File: config.mk
export PLATFORM = sky130hd
export DESIGN_NAME = wynik_bufor
export DESIGN_NICKNAME = d
export VERILOG_FILES = /design/src/rtl/wynik_bufor.sv
export SDC_FILE = /design/constraint.sdc
export NUM_CORES = 1
export LEC_CHECK = 0
export BUFFER_PORTS_ARGS = -buffer_cell sky130_fd_sc_hd__buf_4
export CELL_PAD_IN_SITES_DETAIL_PLACEMENT = 0
export CELL_PAD_IN_SITES_GLOBAL_PLACEMENT = 1
export CORE_MARGIN = 2
export CORE_UTILIZATION = 45
export DETAILED_ROUTE_END_ITERATION = 8
export PLACE_DENSITY = 0.89
export SETUP_SLACK_MARGIN = 0.4
export SYNTH_ARGS = -nofsm -noshare
export SYNTH_HDL_FRONTEND = slang
export SYNTH_SLANG_ARGS = --single-unit
File: constraint.sdc
create_clock -name i_clk -period 5.8 [get_ports i_clk]
set_input_delay 1.45 -clock i_clk [delete_from_list [all_inputs] [get_ports i_clk]]
set_output_delay 1.45 -clock i_clk [all_outputs]
set_load 0.01 [all_outputs]
File: src/rtl/wynik_bufor.sv
// wynik_bufor: two-entry output FIFO for arithmetic results with sign-magnitude flags and error count
module wynik_bufor #(
  parameter int BITS  = 32,
  parameter int CNT_W = 8
) (
  input  logic             i_clk,
  input  logic             i_rst_n,
  input  logic             i_clear,
  input  logic             i_valid,
  input  logic [BITS-1:0]  i_result,
  input  logic             i_error,
  output logic             o_ready,
  output logic             o_valid,
  input  logic             i_ready,
  output logic [BITS-1:0]  o_result,
  output logic             o_error,
  output logic             o_zero,
  output logic             o_neg,
  output logic [CNT_W-1:0] o_err_cnt
);
  // entry layout: {result, error, zero, neg}
  logic [1:0]      r_cnt;
  logic [BITS+2:0] r_head, r_tail, w_in;
  logic            w_push, w_pop, w_zero;
  assign o_ready = r_cnt != 2'd2;
  assign o_valid = r_cnt != 2'd0;
  assign w_push  = i_valid & o_ready;
  assign w_pop   = o_valid & i_ready;
  assign w_zero  = i_result[BITS-2:0] == '0;
  assign w_in    = i_error ? {{BITS{1'b0}}, 3'b100}
                           : {i_result, 1'b0, w_zero, i_result[BITS-1] & ~w_zero};
  assign o_result = r_head[BITS+2:3];
  assign o_error  = r_head[2];
  assign o_zero   = r_head[1];
  assign o_neg    = r_head[0];
  // FIFO storage; a vacated head is zeroed so idle outputs read 0
  always_ff @(posedge i_clk or negedge i_rst_n) begin
    if (!i_rst_n) begin
      r_cnt  <= 2'd0;
      r_head <= '0;
      r_tail <= '0;
    end else begin
      r_cnt <= r_cnt + {1'b0, w_push} - {1'b0, w_pop};
      if (w_pop)
        r_head <= (r_cnt == 2'd2) ? r_tail : (w_push ? w_in : '0);
      else if (w_push && r_cnt == 2'd0)
        r_head <= w_in;
      if (w_push && !w_pop && r_cnt == 2'd1)
        r_tail <= w_in;
      else if (w_pop && r_cnt == 2'd2)
        r_tail <= '0;
    end
  end
  // saturating count of accepted error words; clear takes priority
  always_ff @(posedge i_clk or negedge i_rst_n) begin
    if (!i_rst_n)
      o_err_cnt <= '0;
    else if (i_clear)
      o_err_cnt <= '0;
    else if (w_push && i_error && o_err_cnt != {CNT_W{1'b1}})
      o_err_cnt <= o_err_cnt + 1'b1;
  end
endmodule
# --- Word-level counts from Yosys, hierarchy flattened ---
# Index checks and enable logic that the tools add are counted.
word_totals:
  wordCells: 37
  output_inout_bits: 45
  inputBits: 38
  reg_bits: 80
op_classes:
  n_reduce_logical: 13
  add_sub_neg: 3
  n_eq_ne: 4
  n_mux: 9
  bitwise: 4
op_table:
  columns: ["op", "n"]
  rows:
  - ["$mux W35", 7]
  - ["$logic_not A31 Y1", 1]
  - ["$mux W8", 2]
  - ["$add A8 B1 Y8 const B", 1]
  - ["$ne A8 B8 Y1 const B", 1]
  - ["$reduce_bool A2 Y1", 4]
  - ["$logic_and A1 B1 Y1", 6]
  - ["$and A1 B1 Y1", 3]
  - ["$add A2 B1 Y2", 1]
  - ["$eq A2 B1 Y1 const B", 1]
  - ["$eq A2 B2 Y1 const B", 1]
  - ["$logic_not A2 Y1", 1]
  - ["$ne A2 B2 Y1 const B", 1]
  - ["$sub A2 B1 Y2", 1]
  - ["$logic_not A1 Y1", 1]
  - ["$not A1 Y1", 1]

# --- Depth between registers and ports, before layout ---
depth:
  depth_word: 7
  ltp_mapped: 10
  depth_no_buf: 9

# --- Worst setup path before layout ---
# No wires, ideal clock.
synth_timing:
  kind: "input -> register"
  start: "input i_valid"
  end: "register r_tail[23]"
  t_arrival_ns: 2.571
  path_buffers: 1
  path_stages: 7
  required_time_ns: 5.734
  setup_time_ns: 0.066
  setup_slack_ns: 3.163
  cell_sequence: "nand2_1 -> inv_1 -> ha_1 -> nand2_1 -> nor3_2 -> clkbuf_1 -> a22o_1"
synth_via:
  elab_chain_cells: 4
  elab_cells_between_ends: 5
  cone_classes: "mux (1); bitwise (1); reduce/logical (3)"
synth_lines:
  columns: ["item", "line", "source"]
  rows:
  - ["from (decl)", "9", "input logic i_valid,"]
  - ["$and A1 B1 Y1 (*)", "27", "assign w_push = i_valid & o_ready;"]
  - ["$logic_and A1 B1 Y1 (*) (2 in series)", "48", "if (w_push && !w_pop && r_cnt == 2'd1)"]
  - ["$mux W35 or $reduce_bool A2 Y1 (tied branches)", null, null]
  - ["to (signal assigned)", "49", "r_tail <= w_in;"]
  - ["to (decl)", "23", "logic [BITS+2:0] r_head, r_tail, w_in;"]
# Every way passes the cells marked *; elsewhere a longest branch is shown, timed or not.
# A chain may end at the register's enable or synchronous reset.

# --- Final worst setup path ---
layout_timing:
  start: "input i_valid"
  end: "register r_tail[33]"
# Same word-level chain as after synthesis.

==> results.toml <==
[critical_path]
crit_fanout = 33
path_class = "input port to register"
reg2reg_to = "r_tail[33]$_DFFE_PN0P_"
worst-r2r-setup-slack_ns = 3.11
startpoint_type = "input port"
r2r_cells = 7
r2r_start = "r_cnt[0]$_DFF_PN0_"
required_ns = 6.07
max_stage_delay_ns = 0.94
cp-end-kind = "register"
cp_cell_sequence = "buf_4, nand2_1, inv_1, ha_1, nand2_1, nor3_4, a22o_1"
cpMostUsedCell = "nand2_1"
worst_path_max_delay_cell = "nor3_4"
worst-endpoint-arrival_ns = 3.33

[global_routing]
grt_pass1_wl_um = 13520
antenna_found_initial = 0
overflow = 0
grt_pass1_vias = 2637
grt_max_degree = 81
track_usage_pct = 19.55

[drt]
ant_nets = 0
via_count = 2804
dr.pass1.iters = 5
avgViaCountPerCell = 5.575
drc_errors = 0
drt-total-wl_um = 7969
wl_per_cell_um = 15.84
drtIter0Drc = 128

[cts]
hold_buffers = 0
clkLatencyLatePin_ns = 0.34
cts_buffers = 9
htreeDepth = 3
postCtsSetupRepairBufs = 0
cts_tree = "built"
cts_buffer_depth = 2
clockRootBuffer = "clkbuf_8"
numClockSinks = 80
cts.repair.resized = 0
clk_pin_slew_ns = 0.08

[timing]
whs_ns = 0.4815
fmax_ghz = 0.3263
rsz0062_at_grt = "no"
skew_ns = 0.008776
hold_violations = 0
worstMarginPinSlew_ns = 1.221
final.setup.tns_ns = 0
slew_headroom_pct = 18.36
drv_slew = 0
setup_viol = 0
period_minus_slack_ns = 3.065
fin_crit_sh_pct = 52.84

[logic_synthesis]
async_flop_share_pct = 100.0
synth_top_area_share_pct = 56.10
synth-edff-count = 0
synthesis.area_sq_um = 3568
syn_inst = 325
synth_area_leaders = "dfrtp_1, a22o_1, a22oi_1"
synthFlopType = "dfrtp_1"
syn-num-nets = 367
synth_cell_types = 44
avgSynthCellArea_sq_um = 10.98
synth_top_cell_by_area = "dfrtp_1"
ys_warn_count = 0
synth-seq-area-share_pct = 56.10
ys_ff_latch = 80

[layout]
final_common_cell = "buf_4"
final_cell_area_sq_um = 4377
drive_gt1_share_pct = 27.43
antenna_cells = 0
finalNonFillerCells = 503
final_cell_mix = "buf_4, dfrtp_1, nand2_1, a22oi_1, a22o_1"
area_growth_pct = 22.65
fin_util_pct = 56.93
finalNetCount = 438

[run]
maxCapViolations = 0

[outcome]
status = "completed"

[worst_hold_path]
holdCritStartpoint = "r_head[24]$_DFFE_PN0P_"
hold_path.class = "register to register"
whs_path_depth = 2
min_to = "r_head[24]$_DFFE_PN0P_"

[placed_design]
numPortBuffers = 82
place_hpwl_um = 5305
finalWeightedCongestion = 0.8344
placed_cells = 487
place_area_sq_um = 4182

[floorplan]
die_x_um = 93.05
initial_core_util_pct = 46.42
fp.dieH_um = 93.05
io_pins = 83
num_rows = 32
dieArea_sq_um = 8658
core_area_sq_um = 7687

[power]
power_density_nw_per_um2 = 459.3
ir_worst_vdd_mv = 0.1640
leakage_nw = 2.028
synth_stat cells (all sizes together), types with 2 or more instances:
master / instances
ha: 4
nor2: 6
nand2b: 3
dfrtp: 80
nand4: 5
nor4: 8
a211oi: 2
a22oi: 33
inv: 7
a31oi: 2
clkbuf: 5
nor3: 5
xnor2: 2
nand2: 48
or3: 2
a21oi: 9
buf: 19
o21ai: 37
a22o: 32
o31ai: 2
nand3: 4
sequential cells by signal, summed over array words and instances, names as in the netlist:
register / flops
r_head: 35
r_tail: 35
o_err_cnt: 8
r_cnt: 2
metal layers:
metal / part of all wire [%] / GRT usage [%]
met5: 0 / 0
met3: 6.2 / 3.465
met2: 46 / 27.54
met4: 0.98 / 6.373
met1: 46 / 30.55
critical path: cells and delay by family:
family          cells  cell delay, ns
buf+inv             2            0.22
compound gates      1            0.26
simple gates        3            1.13
fa+ha+maj           1            0.25
through the flow:
step	total power, mW	setup WS, ns
after global placement	1.598	2.470
after CTS	2.034	2.722
final	2.010	2.735
after global routing	2.162	2.551
after detailed placement	1.624	2.365
after floorplan	1.359	3.163
worst max path at each step:
stage / slack (ns) / startpoint / end / cells after the start
after floorplan: 3.16 / i_valid / r_tail[23]$_DFFE_PN0P_ / 7
after global placement: 2.47 / i_valid / r_tail[2]$_DFFE_PN0P_ / 7
after detailed placement: 2.36 / i_valid / r_tail[2]$_DFFE_PN0P_ / 7
after CTS: 2.72 / i_valid / r_tail[33]$_DFFE_PN0P_ / 7
after global routing: 2.55 / i_valid / r_tail[33]$_DFFE_PN0P_ / 7
final: 2.74 / i_valid / r_tail[33]$_DFFE_PN0P_ / 7
area by class of cell:
cell class,instances,area (sq um)
tap,102,127.6
fill,710,3311
inverter,7,26.28
clock inverter,6,67.56
timing repair buffer,84,630.6
clock buffer,10,127.6
sequential,80,2002
multi-input combinational,214,1395
where the power goes:
part	leakage, nW	switching (mW)	internal, mW
Sequential	1.08	0.144	0.765
Clock	0.0929	0.204	0.201
Combinational	0.860	0.368	0.327
logic make-up after synthesis:
group	Yosys count	synth area share, %
fa+ha+maj	4	1.403
buf+inv	31	4.979
flops	80	56.10
compound gates	120	24.30
xor+xnor	3	0.7365
mux	1	0.2805
simple gates	86	12.20
Note: power is estimated with default switching activity, not from simulation.
